## src/rtl/uart_pkg.sv

```systemverilog
// Shared UART definitions: transmitter state encoding and default framing
// constants used by both the transmitter and the oversampled receiver.
package uart_pkg;

    localparam int UART_OVERSAMPLE_DEF = 16;
    localparam int UART_DATA_BITS_DEF  = 8;

    typedef enum logic [2:0] {
        TX_IDLE,
        TX_START,
        TX_DATA,
        TX_PARITY,
        TX_STOP
    } tx_state_t;

endpackage

```

## src/rtl/uart_tx_bit_timer.sv

```systemverilog
// Bit-period timer: counts 0..OVERSAMPLE-1 while enabled and wraps, flagging
// the last cycle of each bit period. Synchronous clear holds it at zero.
// Shared between the transmitter and the receiver.
module uart_bit_timer
#(
    parameter int OVERSAMPLE = 16
)
(
    input  logic clk,
    input  logic reset,
    input  logic en,
    input  logic clr,
    output logic bit_done
);

    localparam int CW = (OVERSAMPLE > 1) ? $clog2(OVERSAMPLE) : 1;

    logic [CW-1:0] cnt;

    assign bit_done = (cnt == CW'(OVERSAMPLE - 1));

    // Free-running bit counter, restarted on every wrap or clear.
    always_ff @(posedge clk) begin
        // NOTE: non-blocking assignments here so every register samples pre-edge values.
        if (reset || clr) begin
            cnt <= '0;
        end else if (en) begin
            cnt <= bit_done ? '0 : cnt + 1'b1;
        end
    end

endmodule

```

## src/rtl/uart_tx.sv

```systemverilog
// 8N1 UART transmitter with valid/ready byte intake and registered tx line.
// Optional parity bit is compiled in by defining UART_TX_PARITY_EN.
module uart_tx
    import uart_pkg::*;
#(
    parameter int OVERSAMPLE = UART_OVERSAMPLE_DEF,
    parameter int DATA_BITS  = UART_DATA_BITS_DEF,
    parameter int STOP_BITS  = 1,
    parameter int PARITY_ODD = 0
)
(
    input  logic                 clk,
    input  logic                 reset,
    input  logic [DATA_BITS-1:0] data,
    input  logic                 valid,
    output logic                 ready,
    output logic                 tx,
    output logic                 busy
);

    localparam int IW = (DATA_BITS > 1) ? $clog2(DATA_BITS) : 1;

    // Reject configurations the framing logic cannot represent.
    if (OVERSAMPLE < 2) begin : g_bad_os
        $error("uart_tx: OVERSAMPLE must be at least 2");
    end
    if (DATA_BITS < 2) begin : g_bad_db
        $error("uart_tx: DATA_BITS must be at least 2");
    end
    if (STOP_BITS < 1 || STOP_BITS > 2) begin : g_bad_sb
        $error("uart_tx: STOP_BITS must be 1 or 2");
    end
    if (PARITY_ODD < 0 || PARITY_ODD > 1) begin : g_bad_po
        $error("uart_tx: PARITY_ODD must be 0 or 1");
    end

    tx_state_t            state;
    logic [DATA_BITS-1:0] shreg;
    logic [DATA_BITS-1:0] shreg_next;
    logic [IW-1:0]        bit_idx;
    logic                 stop_idx;
    logic                 tx_r;
    logic                 ready_r;
    logic                 busy_r;
    logic                 bit_done;
`ifdef UART_TX_PARITY_EN
    logic                 parity_bit;
`endif

    assign shreg_next = shreg >> 1;

    // ready_r already sits at 1 in the cycle after reset releases; masking
    // with reset keeps ready low for as long as reset is held.
    assign ready = ready_r & ~reset;
    assign tx    = tx_r;
    assign busy  = busy_r;

    uart_bit_timer #(
        .OVERSAMPLE (OVERSAMPLE)
    ) u_bit_timer (
        .clk      (clk),
        .reset    (reset),
        .en       (state != TX_IDLE),
        .clr      (state == TX_IDLE),
        .bit_done (bit_done)
    );

    // Frame sequencer: accepts a byte in IDLE, then drives start, data,
    // optional parity and stop bits, each held for one bit-timer period.
    // tx is loaded one edge ahead so the line changes exactly on bit boundaries.
    always_ff @(posedge clk) begin
        if (reset) begin
            state    <= TX_IDLE;
            shreg    <= '0;
            bit_idx  <= '0;
            stop_idx <= 1'b0;
            tx_r     <= 1'b1;
            ready_r  <= 1'b1;
            busy_r   <= 1'b0;
`ifdef UART_TX_PARITY_EN
            parity_bit <= 1'b0;
`endif
        end else begin
            case (state)
                TX_IDLE: begin
                    if (valid && ready_r) begin
                        shreg    <= data;
                        bit_idx  <= '0;
                        stop_idx <= 1'b0;
                        tx_r     <= 1'b0;
                        ready_r  <= 1'b0;
                        busy_r   <= 1'b1;
                        state    <= TX_START;
`ifdef UART_TX_PARITY_EN
                        parity_bit <= (^data) ^ (PARITY_ODD != 0);
`endif
                    end
                end
                TX_START: begin
                    if (bit_done) begin
                        tx_r  <= shreg[0];
                        state <= TX_DATA;
                    end
                end
                TX_DATA: begin
                    if (bit_done) begin
                        if (bit_idx == IW'(DATA_BITS - 1)) begin
`ifdef UART_TX_PARITY_EN
                            tx_r  <= parity_bit;
                            state <= TX_PARITY;
`else
                            tx_r  <= 1'b1;
                            state <= TX_STOP;
`endif
                        end else begin
                            shreg   <= shreg_next;
                            bit_idx <= bit_idx + 1'b1;
                            tx_r    <= shreg_next[0];
                        end
                    end
                end
`ifdef UART_TX_PARITY_EN
                TX_PARITY: begin
                    if (bit_done) begin
                        tx_r  <= 1'b1;
                        state <= TX_STOP;
                    end
                end
`endif
                TX_STOP: begin
                    if (bit_done) begin
                        if (stop_idx == 1'(STOP_BITS - 1)) begin
                            ready_r <= 1'b1;
                            busy_r  <= 1'b0;
                            state   <= TX_IDLE;
                        end else begin
                            stop_idx <= stop_idx + 1'b1;
                        end
                    end
                end
                default: begin
                    tx_r    <= 1'b1;
                    ready_r <= 1'b1;
                    busy_r  <= 1'b0;
                    state   <= TX_IDLE;
                end
            endcase
        end
    end

endmodule

```

## config.mk

```make
export PLATFORM = sky130hd
export DESIGN_NAME = uart_tx
export DESIGN_NICKNAME = d
export VERILOG_FILES = /design/src/rtl/uart_pkg.sv /design/src/rtl/uart_tx_bit_timer.sv /design/src/rtl/uart_tx.sv
export SDC_FILE = /design/constraint.sdc
export NUM_CORES = 1
export LEC_CHECK = 0
export CORE_MARGIN = 3
export CORE_UTILIZATION = 24
export DETAILED_ROUTE_END_ITERATION = 12
export GPL_ROUTABILITY_DRIVEN = 1
export GPL_TIMING_DRIVEN = 0
export PLACE_DENSITY = 0.48
export SKIP_LAST_GASP = 1
export SYNTH_ARGS = -nofsm -noshare
export SYNTH_HDL_FRONTEND = slang
export SYNTH_SLANG_ARGS = --single-unit
```

## constraint.sdc

```tcl
create_clock -name clk -period 2.65 [get_ports clk]
set_input_delay 0.265 -clock clk [delete_from_list [all_inputs] [get_ports clk]]
set_output_delay 0.265 -clock clk [all_outputs]
set_load 0.005 [all_outputs]
```

==> results.toml, run 1 <==
[synthesis]
ys_types = 29
ys_seq_area_share_pct = 39.8
ys_seq_elements = 21
yosys_warnings = 0
synth_area_um2 = 1060
netlist_top_cells_area = "dfxtp_1, nor3_1, a221oi_1"
syn_nets = 140
syn_inst = 126
yosysTopAreaCellShare_pct = 39.8
synth_area_leader_cell = "dfxtp_1"
synth_area_per_cell_um2 = 8.38

[global_route]
grt_max_degree = 13
overflow = 0
antenna_found_initial = 0
grtUsageTotal_pct = 9.83
grt_pass1_wl_um = 4090
grt_pass1_vias = 895

[power_and_ir_drop]
swShare_pct = 25.7
p_int_mw = 0.500
peakVddDrop_uv = 180
powerDensity_nw_per_um2 = 519
seq_power_share_pct = 51.9
combPwrFrac_pct = 16.0
clkPwrFrac_pct = 32.1
switching_power_mw = 0.173
leakagePower_nw = 0.473

[detailed_routing]
dr.pass1.iters = 4
drtAntennaViolNets = 0
avgViaCountPerCell = 4.99
totalWireLength_um = 2330
vias = 963
first_iter_violations = 99
wl_per_cell_um = 12.1
drc = 0

[clock_network]
cts_resized = 0
holdBufCountCts = 0
cts_sinks = 21
clockBufferDepth = 2
htreeDepth = 1
cts-buffers-inserted = 3
insertion_delay_ps = 260
cts_tree = "yes"
cts_setup_buffers = 0
clkTransAtPathRegs_ps = 80
root_buffer = "clkbuf_8"

[timing]
setup_slack_ps = 658
rsz0062_at_grt = "no"
maxSlewHeadroom_pct = 68.6
finClkSkew_ps = 2.23
fin_crit_ps = 1990
finalHoldViolations = 0
fin_setup_tns_ps = 0
fmax_mhz = 502
setup_viol = 0
hold_slack_ps = 450
drv_slew = 0
final.period_utilization_pct = 75.2
worstMarginPinSlew_ps = 471

[floorplanning]
rows = 23
die-area_um2 = 5230
chipHeight_um = 72.3
core-area_um2 = 4120
ios = 14
die_w_um = 72.3
start_util_pct = 25.7

[placed_design]
place_ws_ps = 641
dpl_cell_area_um2 = 1250
io_buffer_count = 13
place_hpwl_um = 1740
globalplace.congestion = 0.748

[setup_path]
cp-end-kind = "output pin"
cp.required_ps = 2380
critPathMaxFanout = 10
worstPathArrival_ps = 1730
r2r_cells = 7
critPathLaunchType = "input pin"
worstSetupPathType = "in -> out"

[status]
status = "complete, no violations"

[job]
maxCapViolations = 0

[cells_and_area]
antenna_cells = 0
fin_nets = 158
final_cell_area_um2 = 1290
layout-area-overhead-vs-synth_pct = 22.6
nFillCells = 430
layout-drive-gt1-share_pct = 8.39
multiInputGateArea_um2 = 562
seq_area_um2 = 420

[hold_path]
holdPathStages = 1
hp-class = "reg -> reg"
[cells by family (layout without fill, tap and decap cells)]
kind of cell	after synthesis	in the layout	share of synthesized area, %
DFF	21	21	39.8
and+or+nand+nor	58	58	29.6
buffers and inverters	14	31	6.99
AOI/OAI and AO/OA	27	27	17.5
adders and majority gates	3	3	3.55
xor gates and xnor gates	3	3	2.49
[metrics by stage]
stage                     utilization, %  std cells  total power, mW
after global placement              30.3        189            0.463
after global routing                31.5        193            0.712
after detailed placement            30.3        189            0.465
final                               31.5        193            0.673
after floorplan                        -        126            0.421
after CTS                           31.5        193            0.681
[worst max-delay path, cell delays in order]
cell	delay [ps]
clkdlybuf4s50_1	520
clkbuf_1	390
nor2b_1	90
clkdlybuf4s50_1	460
[flip-flops by register name, indices dropped and copies added (netlist names)]
| signal | flops |
|---|---|
| bit_idx | 3 |
| state | 3 |
| tx | 1 |
| busy | 1 |
| shreg | 8 |
| u_bit_timer.cnt | 4 |
| ready_r | 1 |
[placed cells by master (no fill, tap or decap), types with 2 or more instances in the layout]
cell type         n
nor3_1           18
buf_6             2
a221oi_1          7
dfxtp_1          21
nor2_1            7
clkdlybuf4s50_1  13
nand2_1           6
or3_1             2
ha_1              3
a211oi_1          3
o21ai_0           3
buf_2             5
nor2b_1           9
a21oi_1           7
nand3_1           7
nand2b_1          2
xnor2_1           2
a31oi_1           3
clkbuf_1          5
and3_1            4
clkbuf_8          3
[synthesized netlist by cell type]
master / count
a31oi_1: 3
buf_2: 5
nor3_4: 1
buf_6: 2
o21ai_0: 3
a22o_1: 1
a21oi_1: 7
clkbuf_1: 5
nor3b_1: 1
nor2_1: 7
o2bb2ai_1: 1
xor2_1: 1
nand3_1: 7
inv_1: 1
o21bai_1: 1
a211oi_1: 3
a21o_1: 1
nand2b_1: 2
ha_1: 3
xnor2_1: 2
buf_1: 1
nor2b_1: 9
a221oi_1: 7
or3_1: 2
nand4b_1: 1
nor3_1: 18
and3_1: 4
nand2_1: 6
dfxtp_1: 21
[routing by layer]
metal  track usage [%]  vias to the layer above  share of wire (%)
li1                  -                      489                  -
met4              4.80                        0                2.2
met3              2.08                        7                5.4
met5                 0                        -                  0
met1              14.5                      435                 52
met2              13.2                       32                 40
[power by group through the flow]
stage / Sequential, mW / Clock (mW) / Combinational (mW)
global route: 0.351 / 0.239 / 0.122
global placement: 0.355 / 0 / 0.108
CTS: 0.350 / 0.223 / 0.109
floorplan: 0.354 / 0 / 0.0673
detailed placement: 0.357 / 0 / 0.109
finish: 0.349 / 0.216 / 0.108
[final cells by class]
type | instances | area share (%)
sequential | 21 | 32.5
buffer | 13 | 5.41
timing repair buffer | 13 | 10.0
multi-input combinational | 91 | 43.4
clock inverter | 1 | 0.386
clock buffer | 3 | 3.19
inverter | 1 | 0.290
tap | 50 | 4.83
[path summary, 6_finish.rpt]
| check | startpoint | end | slack (ps) |
|---|---|---|---|
| max | reset | ready | 660 |
| min | u_bit_timer.cnt[0]$_SDFFE_PP0N_ | u_bit_timer.cnt[0]$_SDFFE_PP0N_ | 450 |
| max reg2reg | bit_idx[0]$_SDFFE_PP0P_ | shreg[5]$_SDFFE_PP0P_ | 840 |
| min reg2reg | u_bit_timer.cnt[0]$_SDFFE_PP0N_ | u_bit_timer.cnt[0]$_SDFFE_PP0N_ | 450 |
No activity file was read; power rests on OpenSTA's default activity.
==> inputs of run 2 (changes only) <==
clock period = 1.9 ns   (was 2.65 ns; I/O delays follow)
==> results.toml, run 2 (same netlist as run 1, synthesis figures left out) <==
[status]
status = "complete, no violations"

[cells_and_area]
layout-area-overhead-vs-synth_pct = 22.7
largest_reg_flops = 8
fin_nets = 157
layout_common_cells = "dfxtp_1, nor3_1, clkdlybuf4s50_1"
layout-drive-gt1-share_pct = 9.15
antenna_cells = 0
final_common_cell = "dfxtp_1"
top_regs = "shreg x8, u_bit_timer.cnt x4"
top_register = "shreg"
stdcell_count = 192

[detailed_routing]
drtAntennaViolNets = 0
wl_per_cell_um = 12.1
first_iter_violations = 74
dr.pass1.iters = 4
drc = 0
vias = 964
totalWireLength_um = 2320
avgViaCountPerCell = 5.02

[global_route]
grt_pass1_wl_um = 4090
grt_pass1_vias = 895
grtUsageTotal_pct = 9.83
antenna_found_initial = 0
overflow = 0
grt_max_degree = 13

[clock_network]
root_buffer = "clkbuf_8"
cts_sinks = 21
cts-buffers-inserted = 3
holdBufCountCts = 0
insertion_delay_ps = 260
clkTransAtPathRegs_ps = 80
clockBufferDepth = 2
htreeDepth = 1
cts_tree = "yes"

[timing]
drv_slew = 0
maxSlewHeadroom_pct = 69.3
rsz0062_at_grt = "yes"
fin_setup_tns_ps = 0
final.period_utilization_pct = 92.1
finalHoldViolations = 0
fin_crit_ps = 1750
finClkSkew_ps = 1.82
fmax_mhz = 571
worstMarginPinSlew_ps = 459
setup_viol = 0

[hold_path]
hp-class = "reg -> reg"
hp-start = "u_bit_timer.cnt[0]$_SDFFE_PP0N_"
holdPathStages = 1

[power_and_ir_drop]
p_int_mw = 0.697
seq_power_share_pct = 52.0
swShare_pct = 25.6
switching_power_mw = 0.240
powerDensity_nw_per_um2 = 723
clkPwrFrac_pct = 32.1
peakVddDrop_uv = 250
combPwrFrac_pct = 15.9
leakagePower_nw = 0.473

[setup_path]
critPathLaunchType = "register"
crit_chain = "ha_1 > ha_1 > nor3_2 > nand3_1 > buf_2 > a221oi_1 > nor3_1"
critPathMaxFanout = 10
r2r-start = "bit_idx[0]$_SDFFE_PP0P_"
worstSetupPathType = "reg -> reg"
worstSetupStartpoint = "bit_idx[0]$_SDFFE_PP0P_"
crit_top_cell = "ha_1"
cp-end-kind = "register"
cp.required_ps = 2040
r2r_cells = 7
cp_slowest_stage_delay_ps = 330
slowest_stage = "dfxtp_1"
worstPathArrival_ps = 1890

[placed_design]
io_buffer_count = 13
place_inst = 189
globalplace.congestion = 0.748
place_hpwl_um = 1740

[floorplanning]
die_w_um = 72.3
die-area_um2 = 5230
core-area_um2 = 4120
chipHeight_um = 72.3
rows = 23
ios = 14
start_util_pct = 25.7

[job]
maxCapViolations = 0
[run 2: final timing paths]
path | endpoint | slack (ps)
min | u_bit_timer.cnt[0]$_SDFFE_PP0N_ | 450
min reg2reg | u_bit_timer.cnt[0]$_SDFFE_PP0N_ | 450
max | shreg[5]$_SDFFE_PP0P_ | 150
max reg2reg | shreg[5]$_SDFFE_PP0P_ | 150
[run 2: timing repair]
item	4_1_cts	5_1_grt
buffers inserted	0	0
endpoints found under the setup margin	0	7
resized for setup	0	1
[run 2: layout make-up]
class / instances / area [µm²]
flip-flops and latches: 21 / 420
inverters: 1 / 3.75
clock buffers: 3 / 41.3
well taps: 50 / 62.6
fillers: 431 / 2820
multi-input cells: 91 / 567
plain buffers: 12 / 66.3
repair buffers: 13 / 130
clock inverters: 1 / 5.00
[run 2: worst max-delay path: cells and delay by family (launching register included)]
| family | cells | cell delay, ps |
|---|---|---|
| fa+ha+maj | 2 | 440 |
| buf+inv | 1 | 210 |
| simple gates | 3 | 350 |
| flops | 1 | 330 |
| compound gates | 1 | 300 |
[run 2: layer usage]
layer  wire, µm  GRT usage (%)  vias to the layer above
li1           -              -                      485
met1       1220           14.5                      447
met2        965           13.2                       28
met3        103           2.08                        4
met4         29           4.80                        0
met5          0              0                        -
[run 2: power by group through the flow]
| stage | combinational (mW) | clock (mW) | sequential (mW) |
|---|---|---|---|
| final | 0.149 | 0.300 | 0.488 |
| after global routing | 0.170 | 0.333 | 0.490 |
| after CTS | 0.152 | 0.311 | 0.487 |
| after detailed placement | 0.151 | 0 | 0.498 |
| after global placement | 0.150 | 0 | 0.496 |
| after floorplan | 0.0938 | 0 | 0.494 |
[run 2: through the flow]
stage	setup WS (ps)	power [mW]	cell area, µm²	utilization (%)	hold slack, ps
after floorplan	323	0.587	1060	-	326
after global placement	46.5	0.646	1250	30.3	429
after detailed placement	41.0	0.649	1250	30.3	435
after CTS	28.3	0.950	1290	31.5	456
after global routing	7.50	0.993	1300	31.5	487
final	150	0.937	1300	31.5	450
